==> config.mk <==
export PLATFORM = sky130hd
export DESIGN_NAME = piso_msb_serializer_flat
export DESIGN_NICKNAME = d
export VERILOG_FILES = /design/src/rtl/piso_pkg.sv /design/src/rtl/piso_msb_serializer_if.sv /design/src/rtl/piso_msb_serializer.sv /design/src/flat_wrapper.sv
export SDC_FILE = /design/constraint.sdc
export NUM_CORES = 1
export LEC_CHECK = 0
export ABC_AREA = 1
export BUFFER_PORTS_ARGS = -buffer_cell sky130_fd_sc_hd__buf_2
export CORE_MARGIN = 10
export CORE_UTILIZATION = 45
export CTS_CLUSTER_DIAMETER = 40
export DETAILED_ROUTE_END_ITERATION = 10
export PLACE_DENSITY = 0.81
export SLEW_MARGIN = 15
export SYNTH_ARGS = -nofsm -noshare
export SYNTH_HDL_FRONTEND = slang
export SYNTH_SLANG_ARGS = --single-unit
==> constraint.sdc <==
create_clock -name clk -period 3 [get_ports clk]
set_input_delay 0.15 -clock clk [delete_from_list [all_inputs] [get_ports clk]]
set_output_delay 0.15 -clock clk [all_outputs]
set_load 0.005 [all_outputs]
==> src/rtl/piso_pkg.sv <==
// Shared types and elaboration limits for the MSB-first parallel-to-serial stage.
package piso_pkg;

    typedef enum logic [1:0] {
        IDLE  = 2'd0,
        SHIFT = 2'd1,
        GAP   = 2'd2
    } state_t;

    localparam int MAX_WIDTH = 32;
    localparam int MAX_GAP   = 15;

endpackage

==> src/rtl/piso_msb_serializer_if.sv <==
// Word-in / bit-out bus of the serializer; master is the upstream word source.
interface piso_msb_serializer_if #(
    parameter int WIDTH = 8
);

    // A word moves on a rising edge where in_valid && in_ready; in_data is only
    // looked at on that edge, and in_valid may drop at any time without effect.
    logic [WIDTH-1:0] in_data;
    logic             in_valid;
    logic             in_ready;
    logic             data_out;
    logic             bit_valid;
    logic             sof;
    logic             eof;
    logic             busy;

    modport master (
        output in_data, in_valid,
        input  in_ready, data_out, bit_valid, sof, eof, busy
    );

    modport slave (
        input  in_data, in_valid,
        output in_ready, data_out, bit_valid, sof, eof, busy
    );

endinterface

==> src/rtl/piso_msb_serializer.sv <==
// Parallel-in, serial-out stage: emits accepted words MSB first, one bit per clock,
// with sof/eof frame markers and an optional forced idle gap between words.
module piso_msb_serializer
    import piso_pkg::*;
#(
    parameter int WIDTH    = 8,
    parameter int IDLE_GAP = 0
) (
    input  logic                        clk,
    input  logic                        rst_n,
    piso_msb_serializer_if.slave        bus,
    output state_t                      state
);

    localparam int CW = $clog2(WIDTH);
    localparam int GW = $clog2(MAX_GAP + 1);
    localparam logic [CW-1:0] LAST_IDX     = CW'(WIDTH - 1);
    localparam logic [CW-1:0] PRE_LAST_IDX = CW'(WIDTH - 2);
    localparam logic [GW-1:0] GAP_LOAD     = GW'((IDLE_GAP > 0) ? IDLE_GAP - 1 : 0);
    localparam logic          NO_GAP       = (IDLE_GAP == 0);

    if (WIDTH < 2 || WIDTH > MAX_WIDTH) begin : g_bad_width
        $error("piso_msb_serializer: WIDTH out of range 2..32");
    end
    if (IDLE_GAP < 0 || IDLE_GAP > MAX_GAP) begin : g_bad_gap
        $error("piso_msb_serializer: IDLE_GAP out of range 0..15");
    end

    logic [WIDTH-1:0] shreg;
    logic [CW-1:0]    cnt;
    logic [GW-1:0]    gap_cnt;
    logic             last_bit;
    logic             ready;
    logic             accept;

    // cnt is the index of the bit currently on data_out; shreg[WIDTH-1] is that bit.
    always_comb begin
        last_bit = (state == SHIFT) && (cnt == LAST_IDX);
        ready    = (state == IDLE) || (last_bit && NO_GAP);
        accept   = bus.in_valid && ready;
    end

    assign bus.in_ready = ready;

    always_ff @(posedge clk or negedge rst_n) begin
        if (!rst_n) begin
            state         <= IDLE;
            shreg         <= '0;
            cnt           <= '0;
            gap_cnt       <= '0;
            bus.data_out  <= 1'b0;
            bus.bit_valid <= 1'b0;
            bus.sof       <= 1'b0;
            bus.eof       <= 1'b0;
            bus.busy      <= 1'b0;
        end else if (accept) begin
            state         <= SHIFT;
            shreg         <= bus.in_data;
            cnt           <= '0;
            bus.data_out  <= bus.in_data[WIDTH-1];
            bus.bit_valid <= 1'b1;
            bus.sof       <= 1'b1;
            bus.eof       <= 1'b0;
            bus.busy      <= 1'b1;
        end else begin
            case (state)
                SHIFT: begin
                    if (!last_bit) begin
                        shreg         <= shreg << 1;
                        cnt           <= cnt + 1'b1;
                        bus.data_out  <= shreg[WIDTH-2];
                        bus.bit_valid <= 1'b1;
                        bus.sof       <= 1'b0;
                        bus.eof       <= (cnt == PRE_LAST_IDX);
                        bus.busy      <= 1'b1;
                    end else begin
                        bus.data_out  <= 1'b0;
                        bus.bit_valid <= 1'b0;
                        bus.sof       <= 1'b0;
                        bus.eof       <= 1'b0;
                        if (NO_GAP) begin
                            state    <= IDLE;
                            bus.busy <= 1'b0;
                        end else begin
                            state    <= GAP;
                            gap_cnt  <= GAP_LOAD;
                            bus.busy <= 1'b1;
                        end
                    end
                end
                // gap_cnt counts down so GAP lasts exactly IDLE_GAP cycles.
                GAP: begin
                    if (gap_cnt == '0) begin
                        state    <= IDLE;
                        bus.busy <= 1'b0;
                    end else begin
                        gap_cnt <= gap_cnt - 1'b1;
                    end
                end
                IDLE: begin
                    bus.busy <= 1'b0;
                end
                default: begin
                    state         <= IDLE;
                    bus.data_out  <= 1'b0;
                    bus.bit_valid <= 1'b0;
                    bus.sof       <= 1'b0;
                    bus.eof       <= 1'b0;
                    bus.busy      <= 1'b0;
                end
            endcase
        end
    end

endmodule

==> src/flat_wrapper.sv <==
// flat-port wrapper written by rule: the top's interface ports become plain ports
module piso_msb_serializer_flat import piso_pkg::*;
#(
    parameter int WIDTH    = 8,
    parameter int IDLE_GAP = 0
)
  (clk, rst_n, state, bus_in_data, bus_in_valid, bus_in_ready, bus_data_out, bus_bit_valid, bus_sof, bus_eof, bus_busy);
  piso_msb_serializer_if #(.WIDTH(WIDTH)) bus_i ();
  input  logic clk;
  input  logic rst_n;
  output state_t state;
  input wire logic [$bits(bus_i.in_data)-1:0] bus_in_data;
  input wire logic [$bits(bus_i.in_valid)-1:0] bus_in_valid;
  output wire logic [$bits(bus_i.in_ready)-1:0] bus_in_ready;
  output wire logic [$bits(bus_i.data_out)-1:0] bus_data_out;
  output wire logic [$bits(bus_i.bit_valid)-1:0] bus_bit_valid;
  output wire logic [$bits(bus_i.sof)-1:0] bus_sof;
  output wire logic [$bits(bus_i.eof)-1:0] bus_eof;
  output wire logic [$bits(bus_i.busy)-1:0] bus_busy;
  assign bus_i.in_data = bus_in_data;
  assign bus_i.in_valid = bus_in_valid;
  assign bus_in_ready = bus_i.in_ready;
  assign bus_data_out = bus_i.data_out;
  assign bus_bit_valid = bus_i.bit_valid;
  assign bus_sof = bus_i.sof;
  assign bus_eof = bus_i.eof;
  assign bus_busy = bus_i.busy;
  piso_msb_serializer #(.WIDTH(WIDTH), .IDLE_GAP(IDLE_GAP)) u_core (.clk(clk), .rst_n(rst_n), .bus(bus_i), .state(state));
endmodule
==> results of run 1 <==
-- worst max-delay path, delay by kind of cell (launching register included) --
family / cells / cell delay (ns)
buffers and inverters: 2 / 0.26
AND/OR/NAND/NOR: 1 / 0.14
flip-flops: 1 / 0.40
adder cells (fa/ha/maj): 2 / 0.44
-- cells by family (layout without fill, tap and decap cells) --
kind of cell,after synthesis,count (layout)
AO/OA/AOI/OAI,4,4
adder cells (fa/ha/maj),3,3
other,1,1
flip-flops,16,16
AND/OR/NAND/NOR,46,46
buffers and inverters,9,26
-- worst paths after layout --
path,to,cells past startpoint,startpoint
max,bus_in_ready,5,u_core.cnt[0]$_DFFE_PN0P_
min,u_core.shreg[1]$_DFFE_PN0P_,3,bus_in_data[1]
max reg2reg,u_core.shreg[3]$_DFFE_PN0P_,6,u_core.cnt[0]$_DFFE_PN0P_
min reg2reg,u_core.bus.sof$_DFFE_PN0P_,2,u_core.bus.sof$_DFFE_PN0P_
max in group asynchronous,u_core.bus.sof$_DFFE_PN0P_,2,rst_n
min in group asynchronous,u_core.shreg[5]$_DFFE_PN0P_,2,rst_n
-- power by group through the flow --
stage	sequential, uW	clock, uW	combinational [uW]
2_1_floorplan	339	0	207
3_3_place_gp	341	0	253
3_5_place_dp	347	0	263
4_1_cts	343	147	264
5_1_grt	352	158	296
6_report	346	147	261
-- Yosys cell counts, drive strengths merged --
master | n | area (sq um)
buf | 5 | 45.04
conb | 1 | 3.750
dfrtp | 16 | 400.4
ha | 3 | 37.54
inv | 4 | 15.01
nand2 | 19 | 78.82
nand3 | 25 | 125.1
nor2 | 2 | 15.01
o21ai | 4 | 20.02
-- flip-flops by register name, summed over array words and instances (netlist names) --
name and flops:
u_core.bus.eof 1, u_core.bus.busy 1, u_core.bus.bit_valid 1, u_core.shreg 7, u_core.bus.sof 1, u_core.state 1
u_core.bus.data_out 1, u_core.cnt 3
-- layout make-up --
class	instances	share of cell area
multi-input combinational	54	0.3309
timing repair buffer	18	0.1123
clock buffer	4	0.04284
sequential	16	0.4727
inverter	4	0.01773
tap	16	0.02363
-- per-stage QoR --
step	setup WS, ns	std cells	hold slack (ns)	instance area (sq um)	total power [uW]
finish	1.324	112	0.08465	847.1	754.0
global route	1.244	112	0.08577	847.1	806.2
CTS	1.322	112	0.08697	847.1	754.5
detailed placement	1.643	107	0.08266	800.8	609.5
global placement	1.692	107	0.07659	800.8	594.3
floorplan	1.693	79	-0.1456	740.7	546.1
-- repair_timing --
item	CTS	global route
resized for setup	0	0
hold buffers	1	0
hold endpoints to repair	16	0
-- per-layer routing --
| metal | vias to the layer above | track usage | part of all wire |
|---|---|---|---|
| li1 | 294 | - | - |
| met2 | 25 | 0.1470 | 0.49 |
| met4 | 0 | 0.06583 | 0.023 |
| met3 | 6 | 0.03132 | 0.080 |
| met1 | 286 | 0.1056 | 0.41 |
| met5 | - | 0 | 0 |
==> out/results.md, run 1 <==
| Result | This run |
|:---|:---|
| Initial drt markers | 21 |
| Main combinational cell family by area after synthesis | simple AND/OR/NAND/NOR gates |
| Total via count after detailed routing | 611 |
| Max stage delay on crit path | 0.40 ns |
| Share of synthesized area spent on multiplexers | 0 |
| Antenna diode count | 0 |
| Pin count of the biggest net entering global routing | 24 |
| Leakage Power | 0.0004359 uW |
| Sum of overflow across all layers after global routing | 0 |
| Final weighted congestion in routability-driven placement | 0.7475 |
| Final antenna-violating net count | 0 |
| TritonCTS clock tree | yes |
| Library cell contributing the largest single delay on the critical path | dfrtp_1 |
| Total internal power | 470.7 uW |
| Ratio of final minimum period to clock period | 0.5588 |
| Critical path peak fanout | 23 |
| Register share of total power | 0.459 |
| Initial antenna violation count | 0 |
| Number of synthesized register bits | 16 |
| Average cell area after synthesis | 9.376 sq um |
| First drt pass iteration count | 4 |
| Die span in y | 60.57 um |
| Compound-cell area share of the yosys netlist | 0.02703 |
| Number of I/O port buffers | 17 |
| Horizontal die dimension | 60.57 um |
| Sequential share of the synthesized area | 0.5405 |
| Post-Synth XOR/XNOR Area | 0 |
| Category of the worst setup path capture point | output port |
| Max-cap viol count | 0 |
| Clock Pin Slew Worst Setup and Hold Paths | 0.10 ns |
| Cell-by-cell listing of the critical path | ha_1 > ha_1 > inv_2 > nand2_4 > buf_2 |
| Path type of the worst min-delay path | in2reg |
| Initial cell density of the core | 0.4860 |
| Post-CTS Setup Bufs | 0 |
| Result of the run | finished, final reports clean |
| Highest attainable clock frequency | 596.6 MHz |
| H-tree depth | 1 |
| Number of global-route vias before repair | 588 |
| # setup viols final | 0 |
| Final period demand of the worst path | 1.676 ns |
| Data arrival time of the critical path | 1.53 ns |
| Final setup skew | 0.004482 ns |
| Largest vdd supply drop | 0.4901 mV |
| Worst-skew pair later-pin latency | 0.29 ns |
| Area growth from synthesis to layout | 14.36% |
| Clock power frac | 0.195 |
| Die Area | 0.003669 sq mm |
| Final Hold Fails | 0 |
| Total of warnings raised by yosys | 0 |
| Cell at the root of the clock tree | clkbuf_4 |
| Bufs on Longest Clock Path | 2 |
| Switching component of the power | 283.3 uW |
| Fraction of the mapped netlist area in simple logic gates | 0.2956 |
| Number of remaining DRC errors | 0 |
| Share of cells above drive strength 1 | 0.2708 |
| FF+latch area | 400.4 sq um |
| Post-Syn Instances | 79 |
| Yosys cell types | 13 |
| Number of buffers added by the clock tree synthesis step | 3 |
| Core Box Area | 0.001524 sq mm |
| Global Route Usage Sum | 0.09416 |
| Most used cell, CP | ha_1 |
| Nets | 111 |
| Routed wire length | 1603 um |
| RSZ-0062 raised after global routing | false |
| Count of standard-cell rows | 14 |
| Most common cell after layout, fill and taps aside | nand3_1 |
| Global-route wire length before repair | 2635 um |
| Fillcell total | 139 |
| Pwr/cell area | 890.1 mW/mm^2 |
| Post-synthesis cell area | 740.7 sq um |
| Setup_tns | 0 ns |
| Data required time at the worst endpoint | 2.85 ns |
| Placed wire-length estimate after detailed placement | 1141 um |
| Routed len/inst | 14.31 um |
| Synth Net Count | 93 |
| Startpoint types | flip-flop |
| Sinks on Clock Net | 16 |
| I/O pin count | 19 |
| Multi-input combinational cell area | 280.3 sq um |
| Vias per cell | 5.455 |
| End-of-flow core utilization | 0.5558 |
| Crit Path Category | reg2out |
| Reg-to-reg setup timing slack | 1.62 ns |
| Adder and majority gate portion of the synthesized area | 0.05068 |
| Pins over their slew limit | 0 |
| Commonest cells after routing, fill and taps aside | nand3_1 (25), nand2_1 (18), buf_2 (17) |
| Sw frac | 0.3758 |
| Combinational share of power | 0.346 |
(Power assumes the default switching activity.)
==> inputs of run 2 (changes only) <==
- ABC_AREA: 1 -> 0
- PLACE_DENSITY: 0.81 -> 0.8
- clock period: 3 -> 1.55 ns (I/O delays scaled with it)
==> run 2 against run 1 <==
Against the previous run: register-to-register slack lost 1.6 ns; sequential share of layout area shrank 3.0 points; routed wire length shrank 7.0%; clock skew shrank 0.0012 ns; setup slack lost 1.3 ns; sequential power grew 94%; via count shrank 7.9%; critical path type is now reg2reg; largest power group unchanged.
==> out/results.md, run 2 <==
| Result | This run | Delta |
|:---|:---|:---|
| Result of the run | finished, final reports clean |  |
| Number of synthesized register bits | 16 | unchanged |
| Sinks on Clock Net | 16 | unchanged |
| Top flip-flop cell by instance count after synthesis | dfrtp_1 |  |
| Register name with the most flops | u_core.shreg |  |
| Commonest cells after routing, fill and taps aside | buf_2 (17), dfrtp_1 (16), nand2_1 (11) |  |
| Data arrival time of the critical path | 1.72 ns | +0.19 ns |
| Initial drt markers | 2 | -90% |
| Fillcell total | 144 | +3.6% |
| Synth top cells by count | dfrtp_1 (16), nand2_1 (11), mux2i_1 (7) |  |
| Antenna diode count | 0 | unchanged |
| Synth Net Count | 82 | -12% |
| Switching component of the power | 521.6 uW | +84% |
| Ratio of final minimum period to clock period | 0.9702 |  |
| Area growth from synthesis to layout | 21.51% |  |
| Yosys cell types | 22 | +9 |
| Launch point of the worst reg-to-reg path | u_core.cnt[1]$_DFFE_PN0P_ |  |
| Register share of total power | 0.447 | -0.012 |
| Library cell with the largest summed area after synthesis | dfrtp_1 |  |
| Clock Pin Slew Worst Setup and Hold Paths | 0.09 ns | about the same |
| Data required time at the worst endpoint | 1.76 ns | -1.09 ns |
| Sum of overflow across all layers after global routing | 0 | unchanged |
| Combinational share of power | 0.413 | +0.067 |
| RSZ-0062 raised after global routing | false |  |
| Total internal power | 982.8 uW | +110% |
| Global Route Usage Sum | 0.08747 | -0.006689 |
| Routed len/inst | 14.07 um | -1.7% |
| Most used standard cell by instance count after synthesis | dfrtp_1 |  |
| Global-route wire length before repair | 2559 um | -2.9% |
| Average cell area after synthesis | 10.95 sq um | +17% |
| Sw frac | 0.3467 | -0.02907 |
| Highest attainable clock frequency | 665.0 MHz |  |
| FF+latch area | 400.4 sq um | unchanged |
| Worst-skew pair later-pin latency | 0.28 ns | about the same |
| Hold_sp | bus_in_data[7] |  |
| Total via count after detailed routing | 563 | -7.9% |
| Bufs on Longest Clock Path | 2 | unchanged |
| Die span in y | 60.68 um | +0.17% |
| Pin count of the biggest net entering global routing | 17 | -29% |
| Post-synthesis cell area | 744.5 sq um | +0.51% |
| Placed wire-length estimate after detailed placement | 1052 um | -7.9% |
| Routed length on met1 | 638 um | -3.2% |
| Largest vdd supply drop | 0.8758 mV | +79% |
| Clock power frac | 0.140 | -0.055 |
| Critical path peak fanout | 3 | -87% |
| Count of standard-cell rows | 14 | unchanged |
| Post-Syn Instances | 68 | -14% |
| Amount of wire on met3 after detailed routing | 117 um | -8.6% |
| Pwr/cell area | 1663 mW/mm^2 | +87% |
| Path type of the worst min-delay path | in2reg |  |
| Largest registers in the final layout | u_core.shreg x7, u_core.cnt x3 |  |
| Routed met2 length | 722 um | -7.2% |
| Startpoint types | flip-flop |  |
| Leading post-synthesis cells by cell area | dfrtp_1 (54%), mux2i_1 (9.4%), nand2_1 (5.5%), ha_1 (5.0%), o21ai_0 (4.0%) |  |
| H-tree depth | 1 | unchanged |
| Total of warnings raised by yosys | 0 | unchanged |
| Crit Path Category | reg2reg |  |
| Count of flip-flops with a built-in enable after synthesis | 0 | unchanged |
| Minimum hold slack | 0.02660 ns | -0.05805 ns |
| Nets | 106 | -4.5% |
| Number of remaining DRC errors | 0 | unchanged |
| Routed wire length | 1491 um | -7.0% |
| Leakage Power | 0.0004718 uW | +8.2% |
| I/O pin count | 19 | unchanged |
| Multi-input combinational cell area | 304.0 sq um | +8.5% |
| Category of the worst setup path capture point | flip-flop |  |
| TritonCTS clock tree | yes |  |
| Horizontal die dimension | 60.68 um | +0.17% |
| Final Hold Fails | 0 | unchanged |
| Final weighted congestion in routability-driven placement | 0.7765 | +3.9% |
| Cell at the root of the clock tree | clkbuf_4 |  |
| Setup_tns | 0 ns | unchanged |
| Top routing layer in use | met4 |  |
| Number of buffers added by the clock tree synthesis step | 3 | unchanged |
| Number of global-route vias before repair | 583 | -0.85% |
| Initial cell density of the core | 0.4830 | -0.003088 |
| Final antenna-violating net count | 0 | unchanged |
| Pins over their slew limit | 0 | unchanged |
| Final setup skew | 0.003244 ns | -0.001238 ns |
| Final period demand of the worst path | 1.504 ns |  |
| Sequential share of the synthesized area | 0.5378 | -0.002725 |
| Flip-flop count of the largest register after layout | 7 | unchanged |
| Die Area | 0.003681 sq mm | +0.35% |
| # setup viols final | 0 | unchanged |
| Vias per cell | 5.311 | -2.6% |
| Share of cells above drive strength 1 | 0.3444 | +0.07361 |
| Core Box Area | 0.001541 sq mm | +1.1% |
| Proportion of netlist area held by the largest area contributor | 0.5378 | -0.002725 |
| Critical path launch point | u_core.cnt[1]$_DFFE_PN0P_ |  |
| Most common cell after layout, fill and taps aside | buf_2 |  |
| Number of I/O port buffers | 17 | unchanged |
| Proportion of register bits with asynchronous set or reset after synthesis | 1.000 | unchanged |
| Max-cap viol count | 0 | unchanged |
| Initial antenna violation count | 0 | unchanged |
| First drt pass iteration count | 2 | -2 |
==> run 2: timing repair <==
item	in CTS	in global routing
setup endpoints to repair	1	8
hold buffers	1	0
setup buffers	3	2
pin swaps	0	0
resized for setup	0	4
endpoints found under the hold margin	16	0
==> run 2: routing by layer <==
metal  vias up  GRT usage
met5         -          0
met4         0    0.02821
met3         2    0.03132
met2        17     0.1368
met1       275     0.1094
li1        269          -
==> run 2: cell type report <==
cell class / instances / share of cell area
Sequential cell: 16 / 0.4426
Clock buffer: 3 / 0.02490
Timing Repair Buffer: 24 / 0.1591
Inverter: 3 / 0.01521
Tap cell: 16 / 0.02213
Multi-Input combinational cell: 44 / 0.3361
==> run 2: critical path: stages, from the launching register on <==
cell,delay [ns]
dfrtp_1,0.39
ha_2,0.21
ha_4,0.15
nor2b_4,0.05
buf_4,0.13
buf_4,0.13
or3_1,0.31
o21ai_2,0.06
==> run 2: logic make-up (layout without fill, tap and decap cells) <==
group / count (synthesis) / count (layout) / share of synthesized area
muxes: 7 / 7 / 0.09412
buffers and inverters: 8 / 30 / 0.07396
AOI/OAI and AO/OA: 11 / 11 / 0.08571
and+or+nand+nor: 22 / 22 / 0.1529
other: 1 / 1 / 0.005037
DFF: 16 / 16 / 0.5378
adders and majority gates: 3 / 3 / 0.05043
==> run 2: final timing paths <==
check / end / slack [ns] / cells past startpoint
max in group asynchronous: u_core.cnt[2]$_DFFE_PN0P_ / 1.06 / 2
min in group asynchronous: u_core.bus.data_out$_DFFE_PN0P_ / 0.24 / 2
max reg2reg: u_core.cnt[0]$_DFFE_PN0P_ / 0.05 / 7
max: u_core.cnt[0]$_DFFE_PN0P_ / 0.05 / 7
min: u_core.bus.data_out$_DFFE_PN0P_ / 0.03 / 3
min reg2reg: u_core.bus.eof$_DFFE_PN0P_ / 0.47 / 2
==> run 2: through the flow <==
stage	power (uW)	area [sq um]	std cells	util	setup WS (ns)
3_3_place_gp	1133	815.8	97	0.5292	0.1564
6_report	1504	904.6	106	0.5869	0.04625
4_1_cts	1433	870.8	104	0.5649	0.01616
2_1_floorplan	1022	744.5	68	-	0.2047
3_5_place_dp	1159	815.8	97	0.5292	0.1103
5_1_grt	1663	904.6	106	0.5869	0.001630
==> run 2: power groups by stage <==
stage	Clock [uW]	Combinational, uW	Sequential (uW)
final	211	621	672
after global routing	241	731	691
after CTS	219	552	662
after detailed placement	0	484	675
after global placement	0	466	667
after floorplan	0	365	657
